File: src/rtl/seg_scan_driver.sv
`default_nettype none
// ============================================================================
//  Module   : seg_scan_driver
//  Purpose  : Time-multiplexed scan driver for a 4-digit seven-segment
//             display. Rotates through four BCD nibbles on a programmable
//             refresh tick. It presents one nibble plus a one-hot anode
//             select per digit. New values are double-buffered and take
//             effect only at frame boundaries, so a frame never mixes old
//             and new digits.
//  Ports    : clk        - system clock, rising edge
//             rst        - synchronous active-high reset
//             disp_en    - global enable; low blanks outputs, scan continues
//             load       - one-cycle strobe capturing value into pending buf
//             value      - packed BCD, [3:0] = digit 0 (rightmost)
//             blank_lz   - suppress leading zeros on digits 3..1
//             digit_en   - decoder enable for the current digit
//             digit_num  - nibble of the current digit
//             anode_sel  - active-high one-hot digit select
//             frame_done - one-cycle pulse in the first cycle of digit 0
//  Revision : 1.0 - initial release
// ============================================================================
module seg_scan_driver #(
  parameter int REFRESH_DIV = 100000
) (
  input  logic        clk,
  input  logic        rst,
  input  logic        disp_en,
  input  logic        load,
  input  logic [15:0] value,
  input  logic        blank_lz,
  output logic        digit_en,
  output logic [3:0]  digit_num,
  output logic [3:0]  anode_sel,
  output logic        frame_done
);

  localparam int C_DIV_W = (REFRESH_DIV > 2) ? $clog2(REFRESH_DIV) : 1;
  localparam logic [C_DIV_W-1:0] C_DIV_MAX = C_DIV_W'(REFRESH_DIV - 1);

  logic [C_DIV_W-1:0] div_cnt_q,    div_cnt_d;
  logic [1:0]         digit_idx_q,  digit_idx_d;
  logic [15:0]        disp_q,       disp_d;
  logic [15:0]        pend_q,       pend_d;
  logic               pend_valid_q, pend_valid_d;
  logic               frame_done_q;

  logic               tick;
  logic               wrap;
  logic [3:0]         nib_zero;
  logic [3:0]         lz_blank;

  assign tick = (div_cnt_q == C_DIV_MAX);
  assign wrap = tick && (digit_idx_q == 2'd3);

  always_comb begin
    div_cnt_d    = tick ? '0 : div_cnt_q + C_DIV_W'(1);
    digit_idx_d  = tick ? digit_idx_q + 2'd1 : digit_idx_q;
    disp_d       = disp_q;
    pend_d       = pend_q;
    pend_valid_d = pend_valid_q;

    if (load) begin
      pend_d       = value;
      pend_valid_d = 1'b1;
    end

    // A load landing on the wrap cycle bypasses the pending buffer so it
    // still makes the very next frame; the pending flag is consumed either way.
    if (wrap) begin
      if (load) begin
        disp_d = value;
      end else if (pend_valid_q) begin
        disp_d = pend_q;
      end
      pend_valid_d = 1'b0;
    end
  end

  always_ff @(posedge clk) begin
    if (rst) begin
      div_cnt_q    <= '0;
      digit_idx_q  <= 2'd0;
      disp_q       <= 16'h0000;
      pend_q       <= 16'h0000;
      pend_valid_q <= 1'b0;
      frame_done_q <= 1'b0;
    end else begin
      div_cnt_q    <= div_cnt_d;
      digit_idx_q  <= digit_idx_d;
      disp_q       <= disp_d;
      pend_q       <= pend_d;
      pend_valid_q <= pend_valid_d;
      frame_done_q <= wrap;
    end
  end

  // Digit i (i >= 1) is a leading zero when it and every digit to its left
  // are zero. Digit 0 always shows so a zero value still displays "0".
  assign nib_zero[0] = (disp_q[3:0]   == 4'h0);
  assign nib_zero[1] = (disp_q[7:4]   == 4'h0);
  assign nib_zero[2] = (disp_q[11:8]  == 4'h0);
  assign nib_zero[3] = (disp_q[15:12] == 4'h0);

  assign lz_blank[0] = 1'b0;
  assign lz_blank[1] = blank_lz && nib_zero[3] && nib_zero[2] && nib_zero[1];
  assign lz_blank[2] = blank_lz && nib_zero[3] && nib_zero[2];
  assign lz_blank[3] = blank_lz && nib_zero[3];

  always_comb begin
    case (digit_idx_q)
      2'd0:    digit_num = disp_q[3:0];
      2'd1:    digit_num = disp_q[7:4];
      2'd2:    digit_num = disp_q[11:8];
      default: digit_num = disp_q[15:12];
    endcase
  end

  assign digit_en   = disp_en && !lz_blank[digit_idx_q];
  assign anode_sel  = disp_en ? (4'b0001 << digit_idx_q) : 4'b0000;
  assign frame_done = frame_done_q;

endmodule
`default_nettype wire
File: config.mk
export PLATFORM = sky130hd
export DESIGN_NAME = seg_scan_driver
export DESIGN_NICKNAME = d
export VERILOG_FILES = /design/src/rtl/seg_scan_driver.sv
export SDC_FILE = /design/constraint.sdc
export NUM_CORES = 1
export LEC_CHECK = 0
export CAP_MARGIN = 20
export CORE_UTILIZATION = 30
export CTS_CLUSTER_DIAMETER = 100
export CTS_CLUSTER_SIZE = 14
export DETAILED_ROUTE_END_ITERATION = 10
export HOLD_SLACK_MARGIN = 0.12
export PLACE_DENSITY = 0.5
export SLEW_MARGIN = 20
export SYNTH_ARGS = -nofsm -noshare
export SYNTH_HDL_FRONTEND = slang
export SYNTH_SLANG_ARGS = --single-unit
File: constraint.sdc
create_clock -name clk -period 2.1 [get_ports clk]
set_input_delay 0.21 -clock clk [delete_from_list [all_inputs] [get_ports clk]]
set_output_delay 0.21 -clock clk [all_outputs]
set_load 0.02 [all_outputs]
## Word-level counts from Yosys, hierarchy flattened

Cells that the tools add are included.

| cells by class | value |
|---|---|
| add/subtract/negate cells | 2 |
| shifts and indexed selects | 1 |
| reductions and logical operators | 14 |
| equal/unequal tests | 4 |
| multiplexer cells | 6 |
| $lt $le $gt $ge | 1 |

Operators by type and width:

| kind | number |
|---|---|
| $mux 16 | 2 |
| $add 17x1->17 const B | 1 |
| $eq 17x17->1 const B | 1 |
| $logic_not 4->1 | 3 |
| $pmux 4 s3 | 1 |
| $logic_and 1x1->1 | 5 |
| $eq 2x2->1 const B | 2 |
| $mux 4 | 1 |
| $reduce_or 2->1 | 2 |
| $shl 1x2->4 const A | 1 |
| $lt 2x3->1 const B | 1 |
| $add 2x1->2 const B | 1 |
| $bmux 1 s2 | 1 |
| $eq 2x1->1 const B | 1 |
| $logic_not 2->1 | 1 |
| $reduce_and 2->1 | 1 |
| $reduce_bool 2->1 | 1 |
| $logic_not 1->1 | 1 |
| $mux 1 | 1 |

| storage, ports and cells | value |
|---|---|
| flip-flop bits (word level) | 53 |
| output and inout port bits | 10 |

## Depth between registers and ports, before layout

| logic depth | value |
|---|---|
| depth in word-level cells | 8 |
| depth in mapped cells | 7 |

## Worst setup path after synthesis

Ideal clock, no wire load.

| timing | value |
|---|---|
| kind | reg-to-reg |
| start point | register div_cnt_q[0] |
| end point | register disp_q[10] |
| data arrival time | 1.859 ns |
| data required time | 1.979 ns |
| stages on the path, launching flop included | 8 |
| slack | 0.120 ns |
| path through | dfxtp_1 ha_1 and4_1 buf_4 nand4_4 nor3b_4 buf_12 mux2_4 |

| between the ends | value |
|---|---|
| word-level cells in the longest chain between the ends | 3 |

Ends and longest elaborated chain:

| element | line | source |
|---|---|---|
| start: declaration | 40 | `logic [C_DIV_W-1:0] div_cnt_q, div_cnt_d;` |
| start signal: assignment | 88 | `div_cnt_q <= div_cnt_d;` |
| $eq 17x17->1 | 52 | `assign tick = (div_cnt_q == C_DIV_MAX);` |
| $logic_and 1x1->1 | 53 | `assign wrap = tick && (digit_idx_q == 2'd3);` |
| $reduce_and 2->1 (no source line) | -- |  |
| end signal: assignment | 90 | `disp_q <= disp_d;` |
| end: declaration | 42 | `logic [15:0] disp_q, disp_d;` |

No other way between the ends.
A chain may end at the register's enable or synchronous reset.

## Worst setup path after layout

| timing | value |
|---|---|
| start point | register digit_idx_q[0] |
| end point | output port digit_num[1] |

| between the ends | value |
|---|---|
| word-level cells in the longest chain between the ends | 2 |
| elaborated cells on any way between the ends | 4 |
| those cells by class | eq/ne: 2; mux: 1; reduce/logical: 1 |

Ends and longest elaborated chain:

| element | line | source |
|---|---|---|
| start: declaration | 41 | `logic [1:0] digit_idx_q, digit_idx_d;` |
| start signal: assignment | 89 | `digit_idx_q <= digit_idx_d;` |
| $eq 2x2->1, or another cell as far along | 110 | `case (digit_idx_q)` |
| $pmux 4 s3 * | 110 |  |
| end: declaration | 32 | `output logic [3:0] digit_num,` |

Every way passes the cells marked *; elsewhere a longest branch is shown, timed or not.

==> results.toml <==
[sta]
max_freq_mhz = 499
final.setup.tns_ps = 0
hold_viol = 0
grt_setup_unrepaired = "no"
slew_headroom = 0.720
skew_ps = 10.3
tightest_slew_ps = 416
slew_viol_final = 0
finalSetupViolations = 0
fin_crit_sh = 0.953
min_period_ps = 2000

[min_path]
min_from = "pend_q[4]$_SDFFE_PP0P_"
hp-class = "flip-flop to flip-flop"
hold_depth = 2

[cells_and_area]
area_delta_synth_final_pct = 24.0
final_util = 0.386
fin_nets = 301
antennaDiodeCount = 0
multiInputGateArea_um2 = 1240
fill_cells = 798
seqCellArea_um2 = 1060
layout-drive-gt1-share = 0.167
finalInstanceArea_um2 = 3000

[power_and_ir_drop]
intPower_mw = 1.46
p_sw_mw = 0.410
power_density_nw_per_um2 = 623
p_seq_frac = 0.556
clkPwrFrac = 0.376
power_mw = 1.87
p_comb_frac = 0.068
swShare = 0.220
p_leak_nw = 1.19
ir_drop_mv = 0.292

[floorplan]
dieWidth_um = 91.7
die_h_um = 91.7
core_um2 = 7770
die_area_um2 = 8420
rows = 32
start_util = 0.311
ios = 31

[clocking]
cts-root-buf = "clkbuf_8"
cts_setup_buffers = 0
worstSkewPairLatency_ps = 310
cts_tree = "yes"
cts_buffers = 5
cts.htree.levels = 2
clk_pin_slew_ps = 100
clockBufferDepth = 2
cts_sinks = 53

[logic_synthesis]
syn_inst = 235
netlist.top_cell.by_area = "dfxtp_1"
seq_area_frac_synth = 0.439
syn_area_um2 = 2420
yosys_warnings = 0
synth_cell_types = 37
yosys.area.top_type_share = 0.439
synthTopCellsByArea = "dfxtp_1, mux2i_1, mux2_4"
syn-num-nets = 262
ys_ff_latch = 53
avgSynthCellArea_um2 = 10.3

[global_routing]
grt_pass1_vias = 1671
track_usage = 0.121
antenna_found_initial = 0
grt_pass1_wl_um = 8050
grt_overflow_total = 0
grt_start_max_net_pins = 40

[drt]
drc_errors = 0
first_pass_iters = 4
avgViaCountPerCell = 4.56
vias = 1720
drt_iter0_markers = 74
routed_wl_um = 4670
avgRoutedWirePerCell_um = 12.4
final_antenna_net_count = 0

[placement]
dpl_cell_area_um2 = 2880
dpl.hpwl_um = 3360
portBuffers = 30
place.gp.congestion = 0.745

[flow_run]
drv_cap = 0

[worst_setup_path]
cp.arrival_ps = 1790
startpoint = "digit_idx_q[0]$_SDFFE_PP0P_"
cp-end-kind = "primary output"
r2r_start = "div_cnt_q[1]$_SDFF_PP0_"
critPathLaunchType = "flip-flop"
crit_required_ps = 1890
rr_worst_depth = 6
path_max_fanout = 5
crit_type = "flip-flop to primary output"

[outcome]
outcome = "complete, no violations"
==> power by group through the flow <==
stage / clock (mW) / combinational (mW) / sequential, mW
final: 0.702 / 0.127 / 1.04
after CTS: 0.728 / 0.130 / 1.04
after floorplan: 0 / 0.0664 / 1.06
after global placement: 0 / 0.129 / 1.06
after detailed placement: 0 / 0.130 / 1.06
after global routing: 0.763 / 0.141 / 1.04
==> sequential cells by signal (all words and copies together), names as in the netlist <==
signal / cells
digit_idx_q: 2
disp_q: 16
div_cnt_q: 17
frame_done: 1
pend_q: 16
pend_valid_q: 1
==> cell usage after synthesis <==
library cell and number:
nand2_1 4, and4b_2 1, nor2b_1 12, ha_1 6
buf_6 2, nor2_1 40, o21ai_0 2, a222oi_1 4
dfxtp_1 53, a211oi_1 1, nor3b_1 1, and4bb_1 1
a21oi_1 1, nand3_1 6, mux2_4 10, nor4_1 6
and3_1 2, inv_1 10, clkbuf_1 3, nor3_1 2
a31oi_1 1, nand4_1 8, or4_4 1, mux2i_1 21
nand4_4 1, nand2b_1 1, nor3b_4 1, buf_12 1
and4_1 1, nor4_4 1, mux2_2 6, buf_4 2
or3_1 1, xnor2_1 9, xor2_1 6, and2_1 4
buf_2 3
==> metal layers <==
metal,share of wire,GRT usage
met5,0,0
met4,0.012,0.0352
met3,0.051,0.0307
met2,0.44,0.191
met1,0.50,0.163
==> through the flow <==
step,setup slack (ps),cells,hold slack (ps)
2_1_floorplan,120,235,386
3_3_place_gp,168,369,490
3_5_place_dp,118,369,496
4_1_cts,30.8,377,519
5_1_grt,18.0,377,542
6_report,97.8,377,520
==> area by class of cell <==
type                       count  share of cell area
clock inverter                 3              0.0154
inverter                      10              0.0125
multi-input combinational    161               0.414
timing repair buffer          43               0.138
clock buffer                   5              0.0230
sequential                    53               0.354
tap                          102              0.0426
==> final timing paths <==
check / to / slack, ps
min: pend_q[4]$_SDFFE_PP0P_ / 520
max reg2reg: disp_q[2]$_SDFFE_PP0P_ / 230
min reg2reg: pend_q[4]$_SDFFE_PP0P_ / 520
max: digit_num[1] / 100
==> placed cells by master, fill, tap and decap left out, drive strengths merged, types with 9 or more instances in the layout <==
| cell | instances |
|---|---|
| buf | 13 |
| clkdlybuf4s50 | 25 |
| dfxtp | 53 |
| inv | 10 |
| mux2 | 16 |
| mux2i | 21 |
| nand4 | 9 |
| nor2 | 40 |
| nor2b | 12 |
| xnor2 | 9 |
==> repair_timing <==
item	in CTS	in global routing
setup endpoints to repair	5	5
hold buffers	0	0
resized for setup	6	6
pin swaps	0	3
cloned	0	0
==> critical path: stages (launching register included) <==
cell,delay (ps)
dfxtp_1,340
inv_1,80
ha_1,250
a222oi_1,360
mux2i_1,150
clkdlybuf4s15_1,310
==> kinds of logic after synthesis <==
group                      count (synthesis)  synth area share
adders and majority gates                  6            0.0311
buffers and inverters                     21            0.0502
DFF                                       53             0.439
muxes                                     37             0.177
xor gates and xnor gates                  15            0.0544
AOI/OAI and AO/OA                          9            0.0285
and+or+nand+nor                           94             0.220
(Power assumes the default switching activity.)
